$ cat src/rtl/uart_tx_arbiter.sv
// Round-robin arbiter that shares one uart_core TX path among NUM_REQ byte streams,
// locking the grant per packet. Optional idle watchdog: define UART_TX_ARB_TIMEOUT_EN.
module uart_tx_arbiter #(
  parameter int NUM_REQ      = 4,
  parameter int DATA_BITS    = 8,
  parameter int PULSE_GAP    = 2,
  parameter int IDLE_TIMEOUT = 1024
) (
  input  logic                           clk,
  input  logic                           rst,
  input  logic [NUM_REQ-1:0]             req_valid,
  input  logic [NUM_REQ*DATA_BITS-1:0]   req_data,
  input  logic [NUM_REQ-1:0]             req_last,
  output logic [NUM_REQ-1:0]             req_ready,
  output logic [NUM_REQ-1:0]             grant,
  output logic [DATA_BITS-1:0]           uart_data,
  output logic                           uart_pulse_tx,
  input  logic                           uart_tx_full,
  output logic                           busy,
  output logic                           timeout_flag
);

  localparam int IDX_W  = $clog2(NUM_REQ);
  localparam int IDX_W1 = IDX_W + 1;
  localparam int GAP_W  = $clog2(PULSE_GAP + 1);

  typedef enum logic [1:0] {IDLE, LOCK, PULSE, GAP} state_t;

  state_t                 state_reg, state_next;
  logic [IDX_W-1:0]       owner_reg, owner_next;
  logic [IDX_W-1:0]       rr_reg, rr_next;
  logic [IDX_W-1:0]       pick;
  logic [IDX_W-1:0]       rr_after;
  logic [NUM_REQ-1:0]     grant_reg, grant_next;
  logic [NUM_REQ-1:0]     ready_reg, ready_next;
  logic [DATA_BITS-1:0]   data_reg, data_next;
  logic                   last_reg, last_next;
  logic                   pulse_reg, pulse_next;
  logic                   busy_reg, busy_next;
  logic [GAP_W-1:0]       gap_reg, gap_next;
  logic [DATA_BITS-1:0]   req_bytes [NUM_REQ];

`ifdef UART_TX_ARB_TIMEOUT_EN
  localparam int IDLE_W = $clog2(IDLE_TIMEOUT + 1);
  logic [IDLE_W-1:0]      idle_reg, idle_next;
  logic                   tflag_reg, tflag_next;
`endif

  genvar gi;
  generate
    for (gi = 0; gi < NUM_REQ; gi++) begin : g_slice
      assign req_bytes[gi] = req_data[gi*DATA_BITS +: DATA_BITS];
    end
  endgenerate

  assign rr_after = (owner_reg == IDX_W'(NUM_REQ - 1)) ? '0 : owner_reg + IDX_W'(1);

  // Scan downward so the requester closest to rr_reg (upward, wrapping) wins last.
  always_comb begin : arb_pick
    logic [IDX_W1-1:0] idx;
    idx  = '0;
    pick = rr_reg;
    for (int k = NUM_REQ - 1; k >= 0; k--) begin
      idx = {1'b0, rr_reg} + IDX_W1'(k);
      if (idx >= IDX_W1'(NUM_REQ)) idx = idx - IDX_W1'(NUM_REQ);
      if (req_valid[idx[IDX_W-1:0]]) pick = idx[IDX_W-1:0];
    end
  end

  always_comb begin
    state_next = state_reg;
    owner_next = owner_reg;
    rr_next    = rr_reg;
    grant_next = grant_reg;
    ready_next = '0;
    data_next  = data_reg;
    last_next  = last_reg;
    pulse_next = 1'b0;
    gap_next   = gap_reg;
`ifdef UART_TX_ARB_TIMEOUT_EN
    idle_next  = '0;
    tflag_next = tflag_reg;
`endif
    case (state_reg)
      IDLE: begin
        if (|req_valid) begin
          owner_next       = pick;
          grant_next       = '0;
          grant_next[pick] = 1'b1;
          state_next       = LOCK;
        end
      end
      LOCK: begin
        if (req_valid[owner_reg] && !uart_tx_full) begin
          ready_next[owner_reg] = 1'b1;
          data_next             = req_bytes[owner_reg];
          last_next             = req_last[owner_reg];
          state_next            = PULSE;
        end
`ifdef UART_TX_ARB_TIMEOUT_EN
        // A full FIFO with a valid owner is back-pressure, not inactivity.
        else if (!req_valid[owner_reg]) begin
          if (idle_reg == IDLE_W'(IDLE_TIMEOUT - 1)) begin
            grant_next = '0;
            rr_next    = rr_after;
            tflag_next = 1'b1;
            state_next = IDLE;
          end else begin
            idle_next = idle_reg + IDLE_W'(1);
          end
        end
`endif
      end
      PULSE: begin
        pulse_next = 1'b1;
        gap_next   = '0;
        state_next = GAP;
      end
      GAP: begin
        if (gap_reg == GAP_W'(PULSE_GAP - 1)) begin
          if (last_reg) begin
            grant_next = '0;
            rr_next    = rr_after;
            state_next = IDLE;
          end else begin
            state_next = LOCK;
          end
        end else begin
          gap_next = gap_reg + GAP_W'(1);
        end
      end
      default: state_next = IDLE;
    endcase
    busy_next = (state_next != IDLE);
  end

  always_ff @(posedge clk or posedge rst) begin
    if (rst) begin
      state_reg <= IDLE;
      owner_reg <= '0;
      rr_reg    <= '0;
      grant_reg <= '0;
      ready_reg <= '0;
      data_reg  <= '0;
      last_reg  <= 1'b0;
      pulse_reg <= 1'b0;
      busy_reg  <= 1'b0;
      gap_reg   <= '0;
`ifdef UART_TX_ARB_TIMEOUT_EN
      idle_reg  <= '0;
      tflag_reg <= 1'b0;
`endif
    end else begin
      state_reg <= state_next;
      owner_reg <= owner_next;
      rr_reg    <= rr_next;
      grant_reg <= grant_next;
      ready_reg <= ready_next;
      data_reg  <= data_next;
      last_reg  <= last_next;
      pulse_reg <= pulse_next;
      busy_reg  <= busy_next;
      gap_reg   <= gap_next;
`ifdef UART_TX_ARB_TIMEOUT_EN
      idle_reg  <= idle_next;
      tflag_reg <= tflag_next;
`endif
    end
  end

  assign grant         = grant_reg;
  assign req_ready     = ready_reg;
  assign uart_data     = data_reg;
  assign uart_pulse_tx = pulse_reg;
  assign busy          = busy_reg;

`ifdef UART_TX_ARB_TIMEOUT_EN
  assign timeout_flag = tflag_reg;
`else
  // No watchdog: the flag can never set (the comparison is constant false).
  assign timeout_flag = (IDLE_TIMEOUT < 0);
`endif

endmodule

$ cat config.mk
export PLATFORM = sky130hd
export DESIGN_NAME = uart_tx_arbiter
export DESIGN_NICKNAME = d
export VERILOG_FILES = /design/src/rtl/uart_tx_arbiter.sv
export SDC_FILE = /design/constraint.sdc
export NUM_CORES = 1
export LEC_CHECK = 0
export ABC_AREA = 1
export BUFFER_PORTS_ARGS = -buffer_cell sky130_fd_sc_hd__buf_2
export CAP_MARGIN = 20
export CORE_UTILIZATION = 44
export CTS_BUF_LIST = sky130_fd_sc_hd__clkbuf_16
export DETAILED_ROUTE_END_ITERATION = 12
export GPL_ROUTABILITY_DRIVEN = 0
export PLACE_DENSITY = 0.75
export SLEW_MARGIN = 40
export SYNTH_ARGS = -nofsm -noshare
export SYNTH_HDL_FRONTEND = slang
export SYNTH_SLANG_ARGS = --single-unit
$ cat constraint.sdc
create_clock -name clk -period 1.35 [get_ports clk]
set_input_delay 0.135 -clock clk [delete_from_list [all_inputs] [get_ports clk]]
set_output_delay 0.135 -clock clk [all_outputs]
set_load 0.02 [all_outputs]
## Word level (Yosys, flattened, before mapping)

Cells that the tools add are included.
Widths: inputs -> output; s select.

- Bits in registers: 27
- Bits in latches: 0
- Bits in writable memories: 0
- Memory bits (read-only): 0
- Input bits: 43
- Output and inout bits: 19
- Word-level logic and storage cells: 98
- Memories: 0

- Add/sub/neg operators: 9
- Multiply operators: 0
- Div/mod/pow operators: 0
- Order comparisons: 13
- Equal/unequal tests: 9
- Shifts and indexed selects: 0
- Muxes and demuxes: 42
- Bitwise operators: 1
- Reduce and logical (&&, ||, !) cells: 14

Operator list:

| kind | number |
|---|---|
| $mux 2 | 13 |
| $mux 4 | 5 |
| $lt 2x3->1 const B | 6 |
| $bmux 8 s2 | 1 |
| $mux 8 | 2 |
| $bmux 1 s2 | 6 |
| $ge 3x3->1 const B | 4 |
| $mux 1 | 10 |
| $ne 2x2->1 const B | 4 |
| $pmux 2 s4 | 1 |
| $pmux 4 s2 | 1 |
| $sub 2x1->2 const B | 4 |
| $add 2x2->3 const B | 2 |
| $eq 2x2->1 const B | 3 |
| $reduce_and 2->1 | 3 |
| $reduce_bool 2->1 | 3 |
| $add 2x1->2 const B | 2 |
| $demux 1 s2 | 2 |
| $eq 2x1->1 const B | 2 |
| $ge 2x1->1 const B | 2 |
| $pmux 2 s2 | 1 |
| $reduce_and 4->1 | 1 |
| $reduce_or 4->1 | 1 |
| $add 2x1->3 const B | 1 |
| other kinds (6) | 8 |

## Longest topological paths before layout

- Word-level depth: 15
- Gate-level depth with buffers: 13
- Gate-level depth less buffers: 12

## Least setup slack after synthesis

No wires, ideal clock.

- Path kind: register to register
- Start: reg owner_reg[0]
- End: reg data_reg[0] (netlist: uart_data[0])
- Setup time: 117 ps
- Data arrival time: 1,225 ps
- Required time: 1,233 ps
- Setup slack: 8 ps
- Cell stages (with the launch flop): 8
- Path buffers: 1
- Clock period less this slack: 1,342 ps
- Cell sequence: dfrtp_1 -> a21oi_1 -> o21ai_0 -> a21oi_2 -> nand3_2 -> buf_6 -> nand2_2 -> o21ai_2

- Word-level cells in the longest chain between the ends: 4
- Elaborated cells on any way between the ends: 8
- Classes of those cells: mux: 5; bitwise: 1; reduce/logical: 2

RTL lines:

| what | RTL line | source |
|---|---|---|
| start: declaration | 30 | `logic [IDX_W-1:0] owner_reg, owner_next;` |
| start signal: assignment | 155 | `owner_reg <= owner_next;` |
| $bmux 1 s2 / $not 2->3 (equally long branches) | 94, 96 |  |
| $mux 1 (not written as such) / $bmux 8 s2 (equally long branches) | 94, 96 |  |
| $logic_and 1x1->1 / $mux 8 (equally long branches) | 94, 96 |  |
| $reduce_and 2->1 (no line) / $mux 8 (equally long branches) | -- |  |
| end signal: assignment | 159 | `data_reg <= data_next;` |
| end: declaration | 36 | `logic [DATA_BITS-1:0] data_reg, data_next;` |

Several ways; a longest one is shown, not always the timed one. The select of a mux whose other input is x is not followed.
A chain may end at the register's enable or synchronous reset.

## Final worst setup path

- Start: reg owner_reg[0]
- End: reg data_reg[2] (netlist: uart_data[2])

Same word-level chain as after synthesis.

==> reports/results.ini <==
[worst_hold_path]
min-delay-path-class = in2reg

[yosys]
synthCells = 230
ys_seq_area_frac = 0.405
syn_area_um2 = 1670
synth_cell_types = 24
synth_flop_cell = dfrtp_1
yosys-top-cells-area = dfrtp_1 (40%), nand2_1 (12%), o21ai_0 (7.5%)
yosysTopAreaCellShare = 0.405
synth_edf_count = 0
ys_async_sr_fraction = 1.00
ys_seq_elements = 27
synth_nets = 278
synth_area_per_cell_um2 = 7.26
yosysMostFrequentCell = nand2_1
synth.top_cells.by_count = nand2_1 (55), inv_1 (30), nor2_1 (29)
synth_largest_area_cell = dfrtp_1
yosys_warnings = 0

[power_and_ir_drop]
total_power_mw = 5.66
power_density_nw_per_um2 = 2310
switchingPower_mw = 2.71
internal_power_mw = 2.95
clock_power_share = 0.118
swShare = 0.479
p_leak_nw = 1.30
p_comb_frac = 0.641
max-vdd-ir-drop_uv = 1270
power_frac_seq = 0.240

[worst_setup_path]
worstPathArrival_ns = 1.70
slowest_stage = dfrtp_1
crit_type = reg2reg
cp_slowest_stage_delay_ns = 0.43
crit_path_start_kind = flip-flop
cp.required_ns = 1.50
path_max_fanout = 8
reg2reg_setup_slack_ns = -0.20
end_kind = flip-flop
critical_path.most_common_cell = a21oi_2
crit_chain = inv_2 > a21oi_2 > o21ai_1 > a21oi_2 > nand3_4 > buf_12 > nand2_2 > o21ai_2

[floorplan]
placementRows = 22
core-area_um2 = 3660
die_y_um = 63.6
die_area_um2 = 4040
start_util = 0.456
io-pin-count = 62
die_x_um = 63.6

[route]
viasPerCell = 5.03
first_pass_iters = 4
wl_per_cell_um = 13.0
drt-initial-drc-count = 53
totalWireLength_um = 4620
drc = 0
vias = 1780
drtAntennaViolNets = 0

[sta]
fmax_mhz = 645
slew_violations = 0
finalCritPeriodShare = 1.15
whs_ns = 0.272
finalSetupViolations = 21
finalSetupTns_ns = -3.08
final-hold-violation-count = 0
rsz0062_at_grt = true
final.setup.worst_slack_ns = -0.200
skew_ns = 0.00161
timing.final.crit_period_ns = 1.55

[clock_tree]
root_buffer = clkbuf_16
clock_path_buffers = 2
cts_tree = done
cts_buffers = 3
clk_latency_ns = 0.26
htreeDepth = 1
path_clk_slew_ns = 0.06
cts_sinks = 27

[grt]
grt_pass1_vias = 1631
grt_pass1_wl_um = 7090
grt_max_degree = 28
grt_overflow_total = 0
grtUsageTotal = 0.221
antenna_found_initial = 0

[finish]
drive_gt1_frac = 0.490
largest_reg_flops = 8
syn_to_final_growth_pct = 46.7
nNetsFinal = 355
diodes = 0

[run_status]
status = finished, violations left
violations = negative setup slack

[placed_design]
place.detailed.hpwl_um = 2940
portBuffers = 60

[job]
cap_violations = 0

[path summary, 6_finish.rpt]
path                                     startpoint                       end  depth (start not counted)
max in group asynchronous                       rst     rr_reg[0]$_DFFE_PP0P_                          4
min reg2reg                    grant[1]$_DFFE_PP0P_      grant[1]$_DFFE_PP0P_                          2
max                        owner_reg[0]$_DFFE_PP0P_  uart_data[2]$_DFFE_PP0P_                          8
min                                     req_data[5]  uart_data[5]$_DFFE_PP0P_                          5
min in group asynchronous                       rst  uart_data[7]$_DFFE_PP0P_                          4
max reg2reg                owner_reg[0]$_DFFE_PP0P_  uart_data[2]$_DFFE_PP0P_                          8
[timing repair]
item | 4_1_cts | 5_1_grt
buffers inserted | 6 | 1
pin swaps | 5 | 11
hold buffers | 1 | 0
resized for setup | 30 | 40
setup endpoints to repair | 20 | 24
cloned | 0 | 1
endpoints found under the hold margin | 27 | 0
[routing by layer]
metal  part of all wire  vias up  track usage
met5                  0        -            0
met4              0.044        0       0.0426
met3              0.048       14       0.0507
met2               0.49       55        0.382
met1               0.42      826        0.280
li1                   -      885            -
[final cells by class]
class | count | area [um^2]
clock buffer | 3 | 75.1
clock inverter | 1 | 7.51
fill | 308 | 1210
inverter | 32 | 125
multi-input combinational | 161 | 987
sequential | 27 | 677
tap | 48 | 60.1
timing repair buffer | 82 | 517
[metrics by stage]
stage | cell area (um^2) | setup WS, ns | util | std cells
final | 2450 | -0.200 | 0.669 | 354
after global routing | 2450 | -0.250 | 0.669 | 354
after CTS | 2300 | -0.0970 | 0.627 | 352
after detailed placement | 2070 | -0.170 | 0.566 | 341
after global placement | 2070 | -0.110 | 0.566 | 341
after floorplan | 1670 | 0.00787 | - | 230
[worst max-delay path, delay by kind of cell (launching register included)]
kind	cells	cell delay, ns
AOI/OAI and AO/OA	4	0.54
DFF	1	0.43
buffers and inverters	2	0.26
and+or+nand+nor	2	0.22
[power groups by stage]
stage          Sequential [mW]  Combinational (mW)  Clock, mW
2_1_floorplan             1.56                1.72          0
3_3_place_gp              1.35                2.63          0
3_5_place_dp              1.36                2.70          0
4_1_cts                   1.34                3.07      0.683
5_1_grt                   1.39                3.97      0.716
6_report                  1.36                3.63      0.670
[cells in the final DEF, fill, tap and decap left out, drive strengths merged, types with 3 or more instances in the layout]
cell type | synthesis | final
ha | 5 | 5
clkbuf | 3 | 4
nor2 | 29 | 29
dfrtp | 27 | 27
o21ai | 36 | 36
buf | 7 | 80
nand4 | 3 | 3
nand2 | 60 | 60
a21oi | 4 | 4
o22ai | 9 | 9
inv | 32 | 31
nand3 | 13 | 13
[cells by family (layout without fill, tap and decap cells)]
family / Yosys count / count (layout) / synth area share
DFF: 27 / 27 / 0.405
other: 1 / 1 / 0.00225
buffers and inverters: 42 / 118 / 0.115
and+or+nand+nor: 106 / 106 / 0.265
adders and majority gates: 5 / 5 / 0.0375
AOI/OAI and AO/OA: 49 / 49 / 0.176
(Power assumes the default switching activity.)
